===== src/rtl/rgb565_byte_packer.sv =====
// ============================================================================
// Module   : rgb565_byte_packer
// Brief    : Packs an 8-bit byte stream into RGB565 pixel words with
//            valid/ready on both sides, line column tracking and odd-packet
//            flush. Optional RGB888 expansion output under RGB565_EXPAND_EN.
// Revision : 1.0 - initial release
// ============================================================================
`default_nettype none

module rgb565_byte_packer #(
    parameter int BYTE_ORDER  = 0,
    parameter int LINE_PIXELS = 640,
    parameter int COL_W       = $clog2(LINE_PIXELS)
) (
    input  logic             clk,
    input  logic             rst_n,
    input  logic [7:0]       in_data,
    input  logic             in_last,
    input  logic             in_valid,
    output logic             in_ready,
    output logic [15:0]      out_data,
    output logic [4:0]       out_r,
    output logic [5:0]       out_g,
    output logic [4:0]       out_b,
    output logic [COL_W-1:0] out_col,
    output logic             out_eol,
    output logic             out_last,
    output logic             out_valid,
    input  logic             out_ready,
`ifdef RGB565_EXPAND_EN
    output logic [23:0]      out_rgb888,
`endif
    output logic             err_odd,
    input  logic             err_clr
);

    localparam logic [1:0]       c_st_first  = 2'd0;
    localparam logic [1:0]       c_st_second = 2'd1;
    localparam logic [1:0]       c_st_flush  = 2'd2;
    localparam logic [COL_W-1:0] c_col_max   = COL_W'(LINE_PIXELS - 1);

    logic [1:0]       r_state;
    logic [1:0]       w_state_nxt;
    logic [7:0]       r_held;
    logic [15:0]      r_out_data;
    logic [COL_W-1:0] r_out_col;
    logic             r_out_eol;
    logic             r_out_last;
    logic             r_out_valid;
    logic             r_err_odd;
    logic [COL_W-1:0] r_col_cnt;
    logic             w_space;
    logic             w_in_ready;
    logic             w_load;
    logic             w_flush;
    logic             w_load_last;
    logic [15:0]      w_pair_word;
    logic [15:0]      w_odd_word;
    logic [15:0]      w_load_data;
    logic             w_col_wrap;

    assign w_space = !r_out_valid || out_ready;

    always_comb begin
        w_state_nxt = r_state;
        w_in_ready  = 1'b0;
        w_load      = 1'b0;
        w_flush     = 1'b0;
        w_load_last = 1'b0;
        case (r_state)
            c_st_first: begin
                w_in_ready = 1'b1;
                if (in_valid) begin
                    w_state_nxt = in_last ? c_st_flush : c_st_second;
                end
            end
            c_st_second: begin
                w_in_ready = w_space;
                if (in_valid && w_space) begin
                    w_load      = 1'b1;
                    w_load_last = in_last;
                    w_state_nxt = c_st_first;
                end
            end
            c_st_flush: begin
                if (w_space) begin
                    w_load      = 1'b1;
                    w_flush     = 1'b1;
                    w_load_last = 1'b1;
                    w_state_nxt = c_st_first;
                end
            end
            default: w_state_nxt = c_st_first;
        endcase
    end

    // A lone trailing byte is padded with 0x00 in the slot of the missing byte.
    generate
        if (BYTE_ORDER == 0) begin : g_lsb_first
            assign w_pair_word = {in_data, r_held};
            assign w_odd_word  = {8'h00, r_held};
        end else begin : g_msb_first
            assign w_pair_word = {r_held, in_data};
            assign w_odd_word  = {r_held, 8'h00};
        end
    endgenerate

    assign w_load_data = w_flush ? w_odd_word : w_pair_word;
    assign w_col_wrap  = (r_col_cnt == c_col_max);

    always_ff @(posedge clk or negedge rst_n) begin
        if (!rst_n) begin
            r_state     <= c_st_first;
            r_held      <= 8'h00;
            r_out_data  <= 16'h0000;
            r_out_col   <= '0;
            r_out_eol   <= 1'b0;
            r_out_last  <= 1'b0;
            r_out_valid <= 1'b0;
            r_err_odd   <= 1'b0;
            r_col_cnt   <= '0;
        end else begin
            r_state <= w_state_nxt;
            if (r_state == c_st_first && in_valid) begin
                r_held <= in_data;
            end
            if (w_load) begin
                r_out_data  <= w_load_data;
                r_out_col   <= r_col_cnt;
                r_out_eol   <= w_col_wrap;
                r_out_last  <= w_load_last;
                r_out_valid <= 1'b1;
                // Packet end realigns the next pixel to column 0.
                r_col_cnt   <= (w_load_last || w_col_wrap) ? '0 : r_col_cnt + 1'b1;
            end else if (out_ready) begin
                r_out_valid <= 1'b0;
            end
            if (w_flush) begin
                r_err_odd <= 1'b1;
            end else if (err_clr) begin
                r_err_odd <= 1'b0;
            end
        end
    end

`ifdef RGB565_EXPAND_EN
    logic [23:0] r_rgb888;

    always_ff @(posedge clk or negedge rst_n) begin
        if (!rst_n) begin
            r_rgb888 <= 24'h000000;
        end else if (w_load) begin
            r_rgb888 <= {w_load_data[15:11], w_load_data[15:13],
                         w_load_data[10:5],  w_load_data[10:9],
                         w_load_data[4:0],   w_load_data[4:2]};
        end
    end

    assign out_rgb888 = r_rgb888;
`endif

    assign in_ready  = w_in_ready;
    assign out_data  = r_out_data;
    assign out_r     = r_out_data[15:11];
    assign out_g     = r_out_data[10:5];
    assign out_b     = r_out_data[4:0];
    assign out_col   = r_out_col;
    assign out_eol   = r_out_eol;
    assign out_last  = r_out_last;
    assign out_valid = r_out_valid;
    assign err_odd   = r_err_odd;

endmodule

`default_nettype wire


===== config.mk =====
export PLATFORM = sky130hd
export DESIGN_NAME = rgb565_byte_packer
export DESIGN_NICKNAME = d
export VERILOG_FILES = /design/src/rtl/rgb565_byte_packer.sv
export SDC_FILE = /design/constraint.sdc
export NUM_CORES = 1
export LEC_CHECK = 0
export CAP_MARGIN = 0
export CORE_ASPECT_RATIO = 1.4
export CORE_UTILIZATION = 48
export CTS_CLUSTER_DIAMETER = 150
export CTS_CLUSTER_SIZE = 12
export DETAILED_ROUTE_END_ITERATION = 8
export GPL_TIMING_DRIVEN = 0
export PLACE_DENSITY = 0.88
export SLEW_MARGIN = 20
export SYNTH_ARGS = -nofsm -noshare
export SYNTH_HDL_FRONTEND = slang
export SYNTH_SLANG_ARGS = --single-unit
export TNS_END_PERCENT = 50

===== constraint.sdc =====
create_clock -name clk -period 1.9 [get_ports clk]
set_clock_uncertainty 0.1 [all_clocks]
set_input_delay 0.57 -clock clk [delete_from_list [all_inputs] [get_ports clk]]
set_output_delay 0.57 -clock clk [all_outputs]
set_load 0.01 [all_outputs]

==> flow_summary_export.csv, run 1 <==
group,metric,value,unit
synth,ys_seq_area_frac,0.550,
die,die_w,60.2,um
synth,synth_fp_nets,256,
synth,ys_ff_latch,50,
cts,numCtsBuffers,5,
power,leakage,1.72,nW
global_routing,antenna_found_initial,0,
timing,worst_slack,-0.0383,ns
setup_path,crit_required,1.23,ns
synth,netlist_instances,238,
detailed_routing,drt_first_iter_violations,76,
cells_and_area,multi_input_area,895,um^2
placement,place_congestion,0.833,
placement,port-buffer-count,60,
cells_and_area,seqCellArea,1250,um^2
timing,rsz0062_at_grt,"true",
cells_and_area,nFillCells,339,
synth,ys.warnings.count,0,
synth,post_synth.cell_area_avg,9.56,um^2
setup_path,critPathKind,"register to primary output",
run,maxCapViolations,0,
cts,cts_num_sinks,50,
placement,place_area,2970,um^2
die,coreArea,4540,um^2
global_routing,grt_remaining_overflow,0,
timing,timing.final.max_slew_violations,0,
global_routing,grt_first_pass_wirelength,8340,um
setup_path,cp-start-kind,"register",
timing,hold_viol,0,
cells_and_area,finish.instance_area,3140,um^2
global_routing,grtUsageTotal,0.225,
synth,syn_area,2270,um^2
detailed_routing,wl_per_cell,14.0,um
cells_and_area,drive_gt1_frac,0.179,
placement,place_inst,361,
cts,cts_hold_buf,0,
die,start_util,0.502,
die,die_height,83.5,um
die,ios,61,
cells_and_area,mostFrequentLayoutCell,"nand2_1",
timing,slew_headroom,0.630,
synth,synthDistinctLibCells,30,
setup_path,arrival,1.27,ns
timing,finalCriticalPeriod,1.94,ns
cells_and_area,area_growth,38.1,%
cells_and_area,nNetsFinal,329,
timing,fin_crit_sh,1.02,
die,rows,29,
placement,pre_cts_slack,-0.730,ns
timing,max_clock_freq,0.516,GHz
cts,cts_root_buffer,"clkbuf_8",
timing,setup_violations,1,
detailed_routing,viasPerCell,5.34,
timing,tns,-0.0383,ns
cts,max-clock-path-buffers,2,
cells_and_area,final_cell_mix,"nand2_1 (82), dfrtp_1 (49), dlygate4sd2_1 (37)",
setup_path,cp-end-kind,"primary output",
detailed_routing,postRouteAntennaNets,0,
detailed_routing,totalWireLength,5230,um
outcome,violations,"setup timing",
detailed_routing,vias,1998,
cts,cts_tree,"yes",
placement,hpwl,3660,um
setup_path,worstPathMaxFanout,4,
cts,htreeDepth,2,
power,vdd_ir_drop_max,0.000664,V
cells_and_area,diodes,0,
cells_and_area,final_cells,374,
detailed_routing,firstDrtPassIters,4,
global_routing,grt_max_degree,31,
power,total_power,0.00462,W
die,dieArea,5020,um^2
cts,clk_pin_slew_worst_paths,0.09,ns
power,powerDensity,1470,nW/um^2
cts,clk_latency,0.32,ns
timing,tightestPinTransition,0.555,ns
global_routing,grt_pass1_vias,1935,
detailed_routing,drc,0,
outcome,status,"complete, but fails checks",
min_path,holdCritPathClass,"input port to asynchronous set/reset pin",
[cells by family (layout without fill, tap and decap cells)]
kind of cell / count (synthesis) / after routing / share of synthesized area
fa+ha+maj: 4 / 4 / 0.0220
compound gates: 28 / 28 / 0.0798
buf+inv: 32 / 106 / 0.0820
mux: 8 / 8 / 0.0396
flops: 50 / 50 / 0.550
simple gates: 116 / 116 / 0.227
[metal layers]
metal	share of wire	global-route usage	vias to the layer above
met5	0	0	-
met1	0.37	0.241	972
met4	0.030	0.123	0
met3	0.062	0.0589	15
met2	0.54	0.383	83
li1	-	-	928
[synthesized netlist by cell type, drive strengths merged]
library cell	n	area share
ha	4	0.022
o311ai	3	0.012
o21ai	8	0.018
buf	21	0.064
o22ai	3	0.0083
nor2	2	0.0033
and3	3	0.010
a21o	2	0.0066
and4	1	0.0039
clkbuf	4	0.0066
nand4	5	0.014
nand2	82	0.14
nand2b	2	0.0055
mux2	8	0.040
nor2b	1	0.0028
or4	1	0.0033
or3	1	0.0028
o211ai	1	0.0033
o31ai	2	0.0066
o21a	1	0.0033
inv	7	0.012
nand3	17	0.043
or2	1	0.0028
dfrtp	50	0.55
a21oi	8	0.023
[path summary, 6_finish.rpt]
kind	depth (start not counted)	endpoint	from	slack, ns
min in group clk	2	out_data[6]	r_held[6]	0.37
worst min-delay path	1	r_held[2]	rst_n	0.11
max in group asynchronous	2	r_col_cnt[3]	rst_n	1.07
worst max-delay path	4	in_ready	r_state[0]	-0.04
worst max register to register	6	r_col_cnt[9]	r_state[0]	0.01
worst min register to register	2	out_data[6]	r_held[6]	0.37
[timing repair]
action | in CTS | in global routing
endpoints found under the setup margin | 62 | 38
setup buffers | 3 | 3
resized for setup | 50 | 18
pin swaps | 3 | 3
[registers in the layout, summed over array words and instances (netlist names)]
name       cells
out_data      16
r_state        2
r_held         8
out_eol        1
r_col_cnt     10
out_valid      1
out_last       1
err_odd        1
out_col       10
[power breakdown]
| part | internal (W) | switching [W] |
|---|---|---|
| combinational | 0.00111 | 0.00112 |
| sequential | 0.00146 | 0.000289 |
| clock | 0.000264 | 0.000376 |
[stage by stage]
| stage | hold WS, ns | util |
|---|---|---|
| after floorplan | 0.174 | - |
| after detailed placement | 0.350 | 0.654 |
| final | 0.113 | 0.693 |
| after CTS | 0.120 | 0.676 |
| after global routing | 0.136 | 0.693 |
| after global placement | 0.341 | 0.651 |
[layout make-up]
cell class	instances	share of cell area
Sequential cell	50	0.399
Multi-Input combinational cell	156	0.285
Timing Repair Buffer	67	0.203
Buffer	24	0.0510
Tap cell	62	0.0247
Clock buffer	5	0.0219
Inverter	7	0.00836
Clock inverter	3	0.00757
[critical path, stage by stage (launching register included)]
cell,delay (ns)
dfrtp_1,0.40
buf_6,0.13
ha_4,0.16
a21o_1,0.14
buf_2,0.13
Note: power is estimated with default switching activity, not from simulation.
==> run 2, diff against run 1 <==
- CELL_PAD_IN_SITES_DETAIL_PLACEMENT: default -> 1
- CELL_PAD_IN_SITES_GLOBAL_PLACEMENT: default -> 2
- CORE_UTILIZATION: 48 -> 29
==> run 2 against run 1 <==
  * The flow still finishes with violations (setup timing)
  * Core utilization down 25 points
  * First-iteration DRC count is 18% lower
  * Register-to-register slack gained 0.05 ns
  * Cell count is 10% higher
  * Non-clock buffer count grew 4
  * Total power rose by 2.3%
  * Worst setup slack improved by 0.0079 ns
  * Via count fell by 6.0%
  * Routed wire length is 11% higher
  * Largest power group unchanged
  * Largest cell class unchanged
  * Maximum frequency grew 0.41%
  * Flip-flop and latch count unchanged
==> flow_summary_export.csv, run 2 (synthesis results as in run 1) <==
group,metric,value,unit
detailed_routing,totalWireLength,5790,um
global_routing,grt_first_pass_wirelength,9630,um
cells_and_area,diodes,0,
timing,tightestPinTransition,0.638,ns
timing,hold_viol,0,
die,die_w,76.9,um
cells_and_area,mostFrequentLayoutCell,"nand2_1",
timing,timing.final.max_slew_violations,0,
detailed_routing,viasPerCell,4.55,
global_routing,grt_max_degree,51,
cts,htreeDepth,2,
placement,port-buffer-count,60,
global_routing,grtUsageTotal,0.147,
die,rows,37,
min_path,holdCritPathClass,"input port to asynchronous set/reset pin",
detailed_routing,wl_per_cell,14.0,um
detailed_routing,postRouteAntennaNets,0,
detailed_routing,met1_length,2450,um
power,leakage,1.78,nW
cells_and_area,nNetsFinal,333,
setup_path,critPathKind,"input port to primary output",
setup_path,cp-end-kind,"primary output",
power,vdd_ir_drop_max,0.000723,V
setup_path,worstPathMaxFanout,2,
cts,cts_hold_buf,0,
die,ios,61,
power,total_power,0.00473,W
timing,max_clock_freq,0.518,GHz
placement,place_congestion,0.763,
setup_path,arrival,1.26,ns
cts,cts_tree,"yes",
global_routing,grt_remaining_overflow,0,
cts,cts_root_buffer,"clkbuf_8",
die,dieArea,8210,um^2
timing,setup_violations,1,
cells_and_area,drive_gt1_frac,0.222,
global_routing,antenna_found_initial,0,
run,maxCapViolations,0,
placement,pre_cts_slack,-0.754,ns
detailed_routing,vias,1878,
die,start_util,0.305,
die,coreArea,7450,um^2
timing,finalCriticalPeriod,1.93,ns
detailed_routing,dr_wl_met3,135,um
timing,worst_slack,-0.0304,ns
timing,fin_crit_sh,1.02,
detailed_routing,drc,0,
cts,clk_pin_slew_worst_paths,0.09,ns
detailed_routing,wl_met2,3150,um
cts,numCtsBuffers,5,
detailed_routing,firstDrtPassIters,4,
cells_and_area,largest_reg_flops,16,
detailed_routing,topRoutingLayerUsed,"met4",
setup_path,cp-start-kind,"input port",
die,die_height,107,um
cts,max-clock-path-buffers,2,
timing,slew_headroom,0.575,
timing,rsz0062_at_grt,"true",
setup_path,crit_required,1.23,ns
placement,hpwl,4090,um
power,powerDensity,1440,nW/um^2
cts,cts_num_sinks,50,
outcome,status,"complete, but fails checks",
outcome,violations,"setup timing",
cells_and_area,final_cell_mix,"nand2_1 (82), dfrtp_1 (47), dlygate4sd2_1 (31)",
cells_and_area,area_growth,44.2,%
timing,tns,-0.0304,ns
global_routing,grt_pass1_vias,1978,
detailed_routing,drt_first_iter_violations,62,
cts,clk_latency,0.30,ns
run 2: layout make-up:
| cell class | instances | area (um^2) |
|---|---|---|
| inverters | 7 | 31.3 |
| plain buffers | 25 | 174 |
| clock inverters | 3 | 21.3 |
| fillers | 862 | 4170 |
| flip-flops and latches | 50 | 1250 |
| multi-input cells | 156 | 950 |
| repair buffers | 70 | 659 |
| well taps | 97 | 121 |
| clock buffers | 5 | 68.8 |
run 2: report_power, final:
part           switching [W]  total (W)  internal (W)
Clock               0.000365   0.000625      0.000259
Sequential          0.000310    0.00177       0.00146
Combinational        0.00115    0.00233       0.00118
run 2: per-layer routing:
layer,up-vias,track usage
met5,-,0
met4,0,0.0412
met3,6,0.0213
met2,32,0.272
met1,912,0.175
li1,928,-
run 2: per-stage QoR:
| step | cell area, um^2 | cells | utilization | hold WS (ns) |
|---|---|---|---|---|
| after global placement | 3000 | 395 | 0.402 | 0.343 |
| after global routing | 3280 | 413 | 0.440 | 0.219 |
| after CTS | 3100 | 407 | 0.416 | 0.200 |
| final | 3280 | 413 | 0.440 | 0.180 |
| after detailed placement | 2990 | 395 | 0.402 | 0.352 |
| after floorplan | 2270 | 238 | - | 0.174 |
run 2: final timing paths:
path                            startpoint      endpoint  slack [ns]  cells after the start
worst max-delay path             out_ready      in_ready       -0.03                      5
worst min-delay path                 rst_n    out_col[4]        0.18                      1
worst max register to register  r_state[0]  r_col_cnt[9]        0.06                      6
worst min register to register   r_held[5]   out_data[5]        0.37                      2
max in group asynchronous            rst_n    r_state[1]        1.07                      1
min in group clk                 r_held[5]   out_data[5]        0.37                      2
run 2: what timing repair did:
action                     in CTS  in global routing
setup endpoints to repair      64                 50
resized for setup              50                 33
setup buffers                   4                  6
pin swaps                       3                  5
run 2: worst max-delay path, stage by stage:
cell and delay (ns):
clkdlybuf4s15_1 0.16, nand2b_4 0.13, buf_6 0.11, a21o_1 0.16
buf_2 0.13
==> run 3, diff against run 2 <==
- REMOVE_ABC_BUFFERS: default -> 1
==> run 3 against run 2 <==
  * The run still ends with setup timing left
  * Clock-buffer cell count did not move
  * Worst setup slack improved by 0.0081 ns
  * Non-clock buffer count fell by 20
  * Routed wire length rose by 11%
  * Die area did not move
  * Worst hold slack got worse by 0.0027 ns
  * Largest power group unchanged
  * Highest routed layer unchanged
==> flow_summary_export.csv, run 3 (synthesis results as in run 1) <==
group,metric,value,unit
detailed_routing,totalWireLength,6410,um
cells_and_area,finish.instance_area,3190,um^2
die,ios,61,
setup_path,cp-end-kind,"primary output",
setup_path,r2r_end,"out_data[8]",
timing,slew_headroom,0.566,
cts,clk_latency,0.30,ns
timing,tightestPinTransition,0.652,ns
die,coreArea,7450,um^2
global_routing,antenna_found_initial,0,
setup_path,cp-start-kind,"register",
power,leakage,1.67,nW
timing,timing.final.max_slew_violations,0,
setup_path,r2r_cells,8,
power,net-switching-power,0.00192,W
global_routing,grt_first_pass_wirelength,10700,um
cells_and_area,drive_gt1_frac,0.184,
cts,cts_num_sinks,50,
die,die_w,76.9,um
power,pwr-share-seq,0.353,
cts,clk_pin_slew_worst_paths,0.10,ns
timing,fin_crit_sh,1.01,
setup_path,cpPeakStageDelay,0.47,ns
cts,cts_hold_buf,0,
placement,place_area,2830,um^2
cells_and_area,area_growth,40.2,%
setup_path,crit_slowest_cell,"dfrtp_2",
die,die_height,107,um
timing,worst_slack,-0.0223,ns
placement,pre_cts_slack,-1.38,ns
timing,setup_violations,1,
die,start_util,0.305,
detailed_routing,viasPerCell,4.83,
detailed_routing,vias,1913,
cts,htreeDepth,2,
placement,port-buffer-count,60,
setup_path,rrSetupSlack,0.07,ns
power,vdd_ir_drop_max,0.000699,V
setup_path,critPathKind,"register to primary output",
cells_and_area,final_cell_mix,"nand2_1 (81), dfrtp_1 (47), dlygate4sd2_1 (33)",
power,swShare,0.384,
cts,numCtsBuffers,5,
cells_and_area,final_core_utilization,0.428,
detailed_routing,drc,0,
power,combPwrFrac,0.466,
global_routing,grt_pass1_vias,2062,
cts,max-clock-path-buffers,2,
timing,finalCriticalPeriod,1.92,ns
setup_path,crit_required,1.23,ns
cells_and_area,nNetsFinal,316,
detailed_routing,drt_first_iter_violations,76,
cts,cts_tree,"yes",
cells_and_area,diodes,0,
cts,cts_root_buffer,"clkbuf_8",
power,p_int,0.00307,W
cells_and_area,mostFrequentLayoutCell,"nand2_1",
detailed_routing,wl_per_cell,16.2,um
power,power_frac_clock,0.181,
timing,rsz0062_at_grt,"true",
min_path,holdCritPathClass,"input port to asynchronous set/reset pin",
detailed_routing,postRouteAntennaNets,0,
power,total_power,0.00498,W
setup_path,r2r_start,"r_state[1]",
outcome,status,"complete, but fails checks",
setup_path,arrival,1.25,ns
run,maxCapViolations,0,
placement,place_congestion,0.801,
global_routing,grt_max_degree,51,
timing,max_clock_freq,0.520,GHz
power,powerDensity,1560,nW/um^2
cells_and_area,largest_reg_flops,16,
detailed_routing,firstDrtPassIters,4,
die,dieArea,8210,um^2
die,rows,37,
global_routing,grtUsageTotal,0.168,
setup_path,crit_chain,"ha_4, a21o_1, buf_2",
timing,hold_viol,0,
placement,hpwl,3710,um
setup_path,worstPathMaxFanout,4,
outcome,violations,"setup timing",
global_routing,grt_remaining_overflow,0,
==> run 3: cell type report <==
cell class                 instances  area [um^2]
clock inverter                     3         68.8
inverter                           7         28.8
multi-input combinational        159          953
timing repair buffer              75          692
fill                             880         4270
sequential                        50         1250
clock buffer                       5         68.8
tap                               97          121
==> run 3: worst max path at each step <==
stage	from	endpoint	slack, ns	cells after the start
after floorplan	out_ready	r_col_cnt[5]	-0.30	4
after global placement	rst_n	out_data[9]	-1.38	1
after detailed placement	out_ready	r_col_cnt[5]	-1.38	5
after CTS	r_state[0]	in_ready	-0.07	4
after global routing	r_state[1]	in_ready	-0.06	4
final	r_state[0]	in_ready	-0.02	3
==> run 3: layer usage <==
| metal | up-vias | share of wire | global-route usage |
|---|---|---|---|
| met3 | 8 | 0.037 | 0.0255 |
| met4 | 0 | 0.012 | 0.0481 |
| met5 | - | 0 | 0 |
| li1 | 899 | - | - |
| met1 | 955 | 0.40 | 0.194 |
| met2 | 51 | 0.55 | 0.315 |
==> run 3: metrics by stage <==
stage / hold WS [ns] / TNS [ns] / instances
detailed placement: 0.359 / -37.14 / 370
CTS: 0.210 / -0.0712 / 394
global placement: 0.345 / -103.76 / 370
finish: 0.177 / -0.0223 / 396
floorplan: 0.174 / -1.56 / 213
global route: 0.227 / -0.170 / 396
==> run 3: critical path, delay by kind of cell, from the launching register on <==
kind	cells	cell delay, ns
fa+ha+maj	1	0.20
compound gates	1	0.15
buf+inv	1	0.13
flops	1	0.47
==> run 3: power groups by stage <==
stage / Sequential, W / Combinational (W) / Clock, W
2_1_floorplan: 0.00190 / 0.000839 / 0
3_3_place_gp: 0.00176 / 0.00204 / 0
3_5_place_dp: 0.00178 / 0.00212 / 0
4_1_cts: 0.00176 / 0.00230 / 0.000925
5_1_grt: 0.00183 / 0.00253 / 0.000964
6_report: 0.00176 / 0.00232 / 0.000903
==> run 3: repair_timing <==
action,4_1_cts,5_1_grt
setup buffers,13,2
resized for setup,52,20
setup endpoints to repair,71,39
endpoints found under the hold margin,0,0
pin swaps,4,3
cloned,3,0
